[src/rtl/pattern_detector_param_if.sv]
// -----------------------------------------------------------------------------
// pattern_detector_param_if
// Bundles the serial stream, configuration and status signals of the
// parametrised pattern detector.
//   master : drives in_valid/in_bit, cfg_* and clr_count; observes status.
//   slave  : the detector; drives armed, cfg_err, match, match_count.
// Signals:
//   in_valid, in_bit          qualified serial data
//   cfg_load                  one-cycle pulse capturing cfg_pattern/len/overlap
//   cfg_pattern[MAX_LEN]      pattern, bit [len-1] is the first bit received
//   cfg_len[LEN_W]            pattern length (1..MAX_LEN legal)
//   cfg_overlap               1 = overlapping matches
//   clr_count                 synchronous clear of match_count
//   armed, cfg_err, match     status / one-cycle match pulse
//   match_count[CNT_W]        saturating match counter
// -----------------------------------------------------------------------------
interface pattern_detector_param_if #(
  parameter int MAX_LEN = 8,
  parameter int CNT_W   = 16,
  parameter int LEN_W   = $clog2(MAX_LEN + 1)
);
  logic               in_valid;
  logic               in_bit;
  logic               cfg_load;
  logic [MAX_LEN-1:0] cfg_pattern;
  logic [LEN_W-1:0]   cfg_len;
  logic               cfg_overlap;
  logic               clr_count;
  logic               armed;
  logic               cfg_err;
  logic               match;
  logic [CNT_W-1:0]   match_count;

  modport master (
    output in_valid, in_bit, cfg_load, cfg_pattern, cfg_len, cfg_overlap, clr_count,
    input  armed, cfg_err, match, match_count
  );

  modport slave (
    input  in_valid, in_bit, cfg_load, cfg_pattern, cfg_len, cfg_overlap, clr_count,
    output armed, cfg_err, match, match_count
  );
endinterface

[src/rtl/pattern_detector_param.sv]
// -----------------------------------------------------------------------------
// pattern_detector_param
// Runtime-programmable serial pattern detector (1..MAX_LEN bits) with
// overlapping / non-overlapping match modes and a saturating match counter.
// Ports:
//   clk   rising-edge clock
//   rst   asynchronous, active-low reset
//   bus   pattern_detector_param_if.slave (stream, config, status)
// All outputs come straight from flops.
// -----------------------------------------------------------------------------
module pattern_detector_param #(
  parameter int MAX_LEN = 8,
  parameter int CNT_W   = 16,
  parameter int LEN_W   = $clog2(MAX_LEN + 1)
) (
  input  logic                     clk,
  input  logic                     rst,
  pattern_detector_param_if.slave  bus
);

  typedef enum logic [0:0] {
    ST_IDLE  = 1'b0,
    ST_ARMED = 1'b1
  } state_t;

  state_t             r_state;
  logic [MAX_LEN-1:0] r_pat;
  // Only MAX_LEN-1 history bits are stored: the oldest bit of the MAX_LEN
  // window is the one shifted out when the next bit arrives, so it is never
  // compared and need not be kept.
  logic [MAX_LEN-2:0] r_hist;
  logic [LEN_W-1:0]   r_len;
  logic [LEN_W-1:0]   r_fill;
  logic               r_ovl;
  logic               r_armed;
  logic               r_cfg_err;
  logic               r_match;
  logic [CNT_W-1:0]   r_count;

  logic [MAX_LEN-1:0] w_hist_next;
  logic [MAX_LEN-1:0] w_mask;
  logic [LEN_W-1:0]   w_fill_next;
  logic               w_cfg_legal;
  logic               w_shift;
  logic               w_hit;
  logic               w_cnt_full;

  // Mask selecting the low 'len' bits; bits above len-1 are don't-care.
  function automatic logic [MAX_LEN-1:0] len_mask(input logic [LEN_W-1:0] len);
    logic [MAX_LEN-1:0] m;
    m = '0;
    for (int i = 0; i < MAX_LEN; i++) begin
      if (i < int'(len)) begin
        m[i] = 1'b1;
      end else begin
        m[i] = 1'b0;
      end
    end
    return m;
  endfunction

  // Next-history view, saturating fill, config legality and hit detection.
  always_comb begin
    w_hist_next = {r_hist, bus.in_bit};
    w_mask      = len_mask(r_len);
    if (r_fill < r_len) begin
      w_fill_next = r_fill + LEN_W'(1);
    end else begin
      w_fill_next = r_len;
    end
    w_cfg_legal = (bus.cfg_len != '0) && (bus.cfg_len <= LEN_W'(MAX_LEN));
    // A bit arriving with cfg_load is ignored: the history is being cleared.
    w_shift     = (r_state == ST_ARMED) && bus.in_valid && !bus.cfg_load;
    w_hit       = w_shift && (w_fill_next == r_len) &&
                  (((w_hist_next ^ r_pat) & w_mask) == '0);
    w_cnt_full  = (r_count == {CNT_W{1'b1}});
  end

  // Control FSM, configuration capture, history/fill, match pulse and counter.
  always_ff @(posedge clk or negedge rst) begin
    if (!rst) begin
      r_state   <= ST_IDLE;
      r_pat     <= '0;
      r_hist    <= '0;
      r_len     <= '0;
      r_fill    <= '0;
      r_ovl     <= 1'b0;
      r_armed   <= 1'b0;
      r_cfg_err <= 1'b0;
      r_match   <= 1'b0;
      r_count   <= '0;
    end else begin
      r_match <= w_hit;

      // Clear wins over a same-cycle increment; the match pulse is unaffected.
      if (bus.clr_count) begin
        r_count <= '0;
      end else if (w_hit && !w_cnt_full) begin
        r_count <= r_count + CNT_W'(1);
      end else begin
        r_count <= r_count;
      end

      if (bus.cfg_load) begin
        r_pat  <= bus.cfg_pattern;
        r_len  <= bus.cfg_len;
        r_ovl  <= bus.cfg_overlap;
        r_hist <= '0;
        r_fill <= '0;
        if (w_cfg_legal) begin
          r_state   <= ST_ARMED;
          r_armed   <= 1'b1;
          r_cfg_err <= 1'b0;
        end else begin
          r_state   <= ST_IDLE;
          r_armed   <= 1'b0;
          r_cfg_err <= 1'b1;
        end
      end else begin
        case (r_state)
          ST_IDLE: begin
            r_state <= ST_IDLE;
            r_armed <= 1'b0;
          end
          ST_ARMED: begin
            r_armed <= 1'b1;
            if (bus.in_valid) begin
              r_hist <= w_hist_next[MAX_LEN-2:0];
              // Non-overlap restarts the fill so the next match needs len fresh bits.
              if (w_hit && !r_ovl) begin
                r_fill <= '0;
              end else begin
                r_fill <= w_fill_next;
              end
            end else begin
              r_hist <= r_hist;
              r_fill <= r_fill;
            end
          end
          default: begin
            r_state <= ST_IDLE;
            r_armed <= 1'b0;
          end
        endcase
      end
    end
  end

  assign bus.armed       = r_armed;
  assign bus.cfg_err     = r_cfg_err;
  assign bus.match       = r_match;
  assign bus.match_count = r_count;

endmodule

[src/flat_wrapper.sv]
// flat-port wrapper written by rule: the top's interface ports become plain ports
module pattern_detector_param_flat 
#(
  parameter int MAX_LEN = 8,
  parameter int CNT_W   = 16,
  parameter int LEN_W   = $clog2(MAX_LEN + 1)
)
  (clk, rst, bus_in_valid, bus_in_bit, bus_cfg_load, bus_cfg_pattern, bus_cfg_len, bus_cfg_overlap, bus_clr_count, bus_armed, bus_cfg_err, bus_match, bus_match_count);
  pattern_detector_param_if #(.MAX_LEN(MAX_LEN), .CNT_W(CNT_W), .LEN_W(LEN_W)) bus_i ();
  input  logic clk;
  input  logic rst;
  input wire logic [$bits(bus_i.in_valid)-1:0] bus_in_valid;
  input wire logic [$bits(bus_i.in_bit)-1:0] bus_in_bit;
  input wire logic [$bits(bus_i.cfg_load)-1:0] bus_cfg_load;
  input wire logic [$bits(bus_i.cfg_pattern)-1:0] bus_cfg_pattern;
  input wire logic [$bits(bus_i.cfg_len)-1:0] bus_cfg_len;
  input wire logic [$bits(bus_i.cfg_overlap)-1:0] bus_cfg_overlap;
  input wire logic [$bits(bus_i.clr_count)-1:0] bus_clr_count;
  output wire logic [$bits(bus_i.armed)-1:0] bus_armed;
  output wire logic [$bits(bus_i.cfg_err)-1:0] bus_cfg_err;
  output wire logic [$bits(bus_i.match)-1:0] bus_match;
  output wire logic [$bits(bus_i.match_count)-1:0] bus_match_count;
  assign bus_i.in_valid = bus_in_valid;
  assign bus_i.in_bit = bus_in_bit;
  assign bus_i.cfg_load = bus_cfg_load;
  assign bus_i.cfg_pattern = bus_cfg_pattern;
  assign bus_i.cfg_len = bus_cfg_len;
  assign bus_i.cfg_overlap = bus_cfg_overlap;
  assign bus_i.clr_count = bus_clr_count;
  assign bus_armed = bus_i.armed;
  assign bus_cfg_err = bus_i.cfg_err;
  assign bus_match = bus_i.match;
  assign bus_match_count = bus_i.match_count;
  pattern_detector_param #(.MAX_LEN(MAX_LEN), .CNT_W(CNT_W), .LEN_W(LEN_W)) u_core (.clk(clk), .rst(rst), .bus(bus_i));
endmodule
[config.mk]
export PLATFORM = sky130hd
export DESIGN_NAME = pattern_detector_param_flat
export DESIGN_NICKNAME = d
export VERILOG_FILES = /design/src/rtl/pattern_detector_param_if.sv /design/src/rtl/pattern_detector_param.sv /design/src/flat_wrapper.sv
export SDC_FILE = /design/constraint.sdc
export NUM_CORES = 1
export LEC_CHECK = 0
export BUFFER_PORTS_ARGS = -buffer_cell sky130_fd_sc_hd__buf_2
export CORE_ASPECT_RATIO = 0.7
export CORE_MARGIN = 2
export CORE_UTILIZATION = 25
export CTS_CLUSTER_DIAMETER = 150
export CTS_CLUSTER_SIZE = 24
export DETAILED_ROUTE_END_ITERATION = 10
export GPL_ROUTABILITY_DRIVEN = 0
export GPL_TIMING_DRIVEN = 0
export HOLD_SLACK_MARGIN = 0.03
export PLACE_DENSITY = 0.51
export SLEW_MARGIN = 25
export SYNTH_ARGS = -nofsm -noshare
export SYNTH_HDL_FRONTEND = slang
export SYNTH_SLANG_ARGS = --single-unit
[constraint.sdc]
create_clock -name clk -period 3.78 [get_ports clk]
set_input_delay 0.189 -clock clk [delete_from_list [all_inputs] [get_ports clk]]
set_output_delay 0.189 -clock clk [all_outputs]
set_load 0.005 [all_outputs]
* After elaboration in Yosys (flattened, before gate mapping) *
Index checks and enable logic that the tools add are counted.

storage, ports and cells
  flip-flop bits (word level) = 44
  input bits = 19
  output and inout port bits = 19
  logic and storage cells = 67

operators by class
  add/sub/neg operators = 2
  order comparisons = 10
  equal/unequal tests = 2
  multiplexer cells = 24
  bitwise logic cells = 3
  reduce and logical (&&, ||, !) cells = 16

operators by type and width
  cell                     number
  $mux W16                 2
  $mux W7                  3
  $mux W4                  5
  $add A16 B1 Y16 const B  1
  $eq A16 B16 Y1 const B   1
  $lt A3 B4 Y1 const A     4
  $mux W1                  13
  $and A8 B8 Y8            1
  $logic_not A8 Y1         1
  $lt A1 B4 Y1 const A     2
  $lt A2 B4 Y1 const A     2
  $xor A8 B8 Y8            1
  $logic_and A1 B1 Y1      7
  $reduce_bool A2 Y1       3
  $add A4 B1 Y4 const B    1
  $eq A4 B4 Y1             1
  $le A4 B4 Y1 const B     1
  $lt A4 B4 Y1             1
  $reduce_bool A4 Y1       1
  $logic_not A1 Y1         3
  $pmux W1 S2              1
  $reduce_and A2 Y1        1
  $not A1 Y1               1

* Logic depth before layout (Yosys ltp) *
  word-level depth = 10
  gate-level depth with buffers = 10
  gate-level depth less buffers = 8

* Worst setup path after synthesis *
No wires, ideal clock.

  kind = reg2reg
  start point = reg u_core.r_len[0]
  end point = reg u_core.r_count[11], in the netlist u_core.bus.match_count[11]
  setup time = 0.078 ns
  data arrival time = 2.581 ns
  data required time = 3.702 ns
  slack = 1.121 ns
  cell stages (with the launch flop) = 10
  path buffers = 2
  period minus slack after synthesis = 2.659 ns
  path through = dfrtp_1 -> buf_6 -> or4b_4 -> a2111oi_4 -> o21ai_2 -> a21o_4 -> or2_4 -> buf_6 -> or4_1 -> a21oi_1

on the way
  cells in the longest elaborated chain, start to end = 7
  elaborated cells between the ends (all ways) = 25
  classes of those cells = order compare (9); eq/ne (1); mux (9); bitwise (1); reduce/logical (5)

ends and longest elaborated chain
  item                                                            RTL line                                                    source
  from (decl)                                                     pattern_detector_param.sv:32                                logic [LEN_W-1:0] r_len;
  from (signal assigned)                                          pattern_detector_param.sv:106                               r_len <= bus.cfg_len;
  $lt A1 B4 Y1, or another cell as far along                      pattern_detector_param.sv:53                                if (i < int'(len)) begin
  $mux W1 / $mux W4 (equally long branches)                       pattern_detector_param.sv:53, pattern_detector_param.sv:66
  $and A8 B8 Y8 / $eq A4 B4 Y1 (equally long branches)            pattern_detector_param.sv:75, pattern_detector_param.sv:74
  $logic_not A8 Y1 / $logic_and A1 B1 Y1 (equally long branches)  pattern_detector_param.sv:75, pattern_detector_param.sv:74
  $logic_and A1 B1 Y1 (*)                                         pattern_detector_param.sv:74                                w_hit = w_shift && (w_fill_next == r_len) &&
  $logic_and A1 B1 Y1 (*)                                         pattern_detector_param.sv:98                                end else if (w_hit && !w_cnt_full) begin
  $reduce_bool A2 Y1 (no line) (*)                                n/a
  to (signal assigned)                                            pattern_detector_param.sv:99                                r_count <= r_count + CNT_W'(1);
  to (signal assigned)                                            pattern_detector_param.sv:101                               r_count <= r_count;
  to (decl)                                                       pattern_detector_param.sv:38                                logic [CNT_W-1:0] r_count;

Every way passes the cells marked *; elsewhere a longest branch is shown, timed or not.
A chain may end at the register's enable or synchronous reset.

* Worst setup path in the final report *
  start point = reg u_core.r_len[1]
  end point = reg u_core.r_count[11], in the netlist u_core.bus.match_count[11]

The elaborated chain is that of the path after synthesis.

==> run metrics <==
Die Span Y=83.9 um; initial core utilization=25.5%; most used cell, CP=a21oi_1; row cnt=29; area grow syn2layout=22.5%; Worst Slack Setup Final=0.656 ns; syn_nets=242; Hold WS=0.141 ns; Port Buffers=37; total of max-cap violations=0; via count=1777; Crit Path Max Fanout=10; filler cell count in the final layout=940; vias in the first global route=1741; multi-input logic area=1130 sq um; Max Fclk=320 MHz; Post-Route WL=5470 um; FFs w/ async S/R, synth=100%; worst-path cell chain=inv_1, ha_1, a21oi_1, o21ai_1, o221ai_2, or2_4, buf_6, or4_1, a21oi_1; Final Cell Area=2790 sq um; largest net degree at the start of global routing=44; slew margin rel.=47.2%; Layout Skew=0.00602 ns; post-synthesis cell type count=43; setup repair after global routing missed its margin=no; Final Cycle Share=82.7%; Die ar.=9920 sq um; worst skew pair latency=0.28 ns; post-CTS resize count=0; static leakage=1.24 nW; DP HPWL=4040 um; Largest stage delay, worst path=0.57 ns; CTS root buffer=clkbuf_16; outcome=completed; syn avg cell area=10.5 sq um; synthesized area=2280 sq um; Total GRT Usage=11.7%; Cell Pwr Density=390 nW/um^2; # setup viols final=0; max-slew violations=0; DR iter-0 viols=129; Synth warnings=0; htree depth=2; TNS Setup=0 ns; #FFs+latches synth=43; CP Data Arrival Time=3.33 ns; DP Worst Slack=0.662 ns; Nets=287; Slew @ Worst Pin=0.789 ns; CTS tree=done; drt wl/cell=14.1 um; Reg2Reg Depth=9; CTS Sinks=43; 1st-pass router iterations=5; Vias/cell=4.58; Clock Tree Buf Depth=2; Max VDD drop=176 uV; crit path kind=reg -> reg; EDFF count, synth=0; Ant. Diodes=0; DRC=0; Critical Path RT=3.98 ns; cts bufs inserted=5; Syn Inst Count=218; post-CTS setup buffer count=0; critical path startpoint category=register; min-delay worst type=in -> reg; GR Overflow Total=0; top_reg_cell synth=dfrtp_1; hold-fix buffers at CTS=0; sequential area share after synthesis=47.2%; Core Box Area=8960 sq um; Clk pin slew, worst setup/hold paths=0.06 ns; Hold Fails Final Rpt=0; width of the die=118 um; Final Power=1.09 mW; global-route wire length before repair=9250 um; Placement Cell Area=2620 sq um; layout cells sized above 1=26.1%; Reg area=1080 sq um; ANT nets after route=0; initial antenna violation count=0; Hold Crit Depth=2; crit end category=register; Slowest-stage cell, CP=o21ai_1; min cycle time layout=3.12 ns; I/O Pins=38
-- worst paths after layout --
| check | startpoint | end | slack (ns) |
|---|---|---|---|
| worst min register to register | u_core.bus.cfg_err | u_core.bus.cfg_err | 0.48 |
| worst min-delay path | bus_cfg_pattern[4] | u_core.r_pat[4] | 0.14 |
| max in group asynchronous | rst | u_core.r_pat[3] | 2.96 |
| min in group asynchronous | rst | u_core.bus.match_count[4] | 0.43 |
| worst max-delay path | u_core.r_len[1] | u_core.bus.match_count[11] | 0.66 |
| worst max register to register | u_core.r_len[1] | u_core.bus.match_count[11] | 0.66 |
-- cell usage after synthesis (3+ instances only) --
| cell type | instances | area, sq um |
|---|---|---|
| o31ai_1 | 5 | 37.5 |
| clkbuf_1 | 4 | 15.0 |
| nor2_1 | 15 | 56.3 |
| xor2_1 | 8 | 70.1 |
| ha_1 | 5 | 62.6 |
| and3_1 | 4 | 25.0 |
| mux2_2 | 13 | 146 |
| a22o_1 | 9 | 78.8 |
| nor2b_1 | 4 | 25.0 |
| o21ai_0 | 8 | 40.0 |
| inv_1 | 7 | 26.3 |
| dfrtp_1 | 43 | 1080 |
| nor3_1 | 11 | 55.1 |
| a21oi_1 | 9 | 45.0 |
| nand2_1 | 20 | 75.1 |
| nor4_1 | 3 | 18.8 |
| nand3_1 | 6 | 30.0 |
| or4_1 | 3 | 22.5 |
| xnor2_1 | 14 | 123 |
-- layout by cell type, fill, tap and decap left out, types with 5 or more instances in the layout --
master,Yosys,routed
inv_1,7,7
nand2_1,20,20
mux2_2,13,13
o21ai_0,8,8
nand3_1,6,6
nor3_1,11,11
nor2_1,15,15
a21oi_1,9,9
buf_2,1,37
o31ai_1,5,5
dfrtp_1,43,43
xnor2_1,14,14
ha_1,5,5
xor2_1,8,8
clkbuf_16,0,5
a22o_1,9,9
-- worst max-delay path: cells and delay by family, from the launching register on --
family,cells,cell delay [ns]
compound gates,4,1.16
simple gates,2,0.81
flops,1,0.49
fa+ha+maj,1,0.30
buf+inv,2,0.29
-- routing by layer --
metal  GRT usage, %  share of wire, %  vias to the layer above  wire length [um]
met5              0                 0                        -                 0
met4           2.30              0.38                        0                21
met3           2.66               4.2                        2               232
met2           15.2                39                       35              2130
met1           19.0                56                      864              3080
li1               -                 -                      876                 -
-- report_power, final --
part	internal (mW)	switching (mW)
Clock	0.281	0.180
Sequential	0.479	0.0183
Combinational	0.0569	0.0745
Total	0.817	0.272
-- area by class of cell --
class	count	share of cell area (%)
multi-input combinational	160	40.5
sequential	43	38.5
timing repair buffer	38	7.08
tap	124	5.55
clock buffer	7	5.46
buffer	8	1.66
inverter	7	0.940
clock inverter	1	0.269
-- cells by family (layout without fill, tap and decap cells) --
group	Yosys count	count (layout)	synth area share (%)
simple gates	77	77	17.2
flops	43	43	47.2
compound gates	42	42	14.3
xor+xnor	22	22	8.45
buf+inv	15	61	3.18
mux	14	14	6.91
fa+ha+maj	5	5	2.74
-- metrics by stage --
step / instances / util, %
2_1_floorplan: 218 / -
3_3_place_gp: 379 / 29.2
3_5_place_dp: 379 / 29.2
4_1_cts: 387 / 31.0
5_1_grt: 388 / 31.2
6_report: 388 / 31.2
-- flip-flops by register name (all words and copies together), names as in the netlist --
signal and count:
u_core.bus.armed 1, u_core.r_pat 8, u_core.bus.cfg_err 1, u_core.r_ovl 1, u_core.r_len 4, u_core.r_fill 4
u_core.r_hist 7, u_core.bus.match 1, u_core.bus.match_count 16
Power figures use the tool's default switching activity.
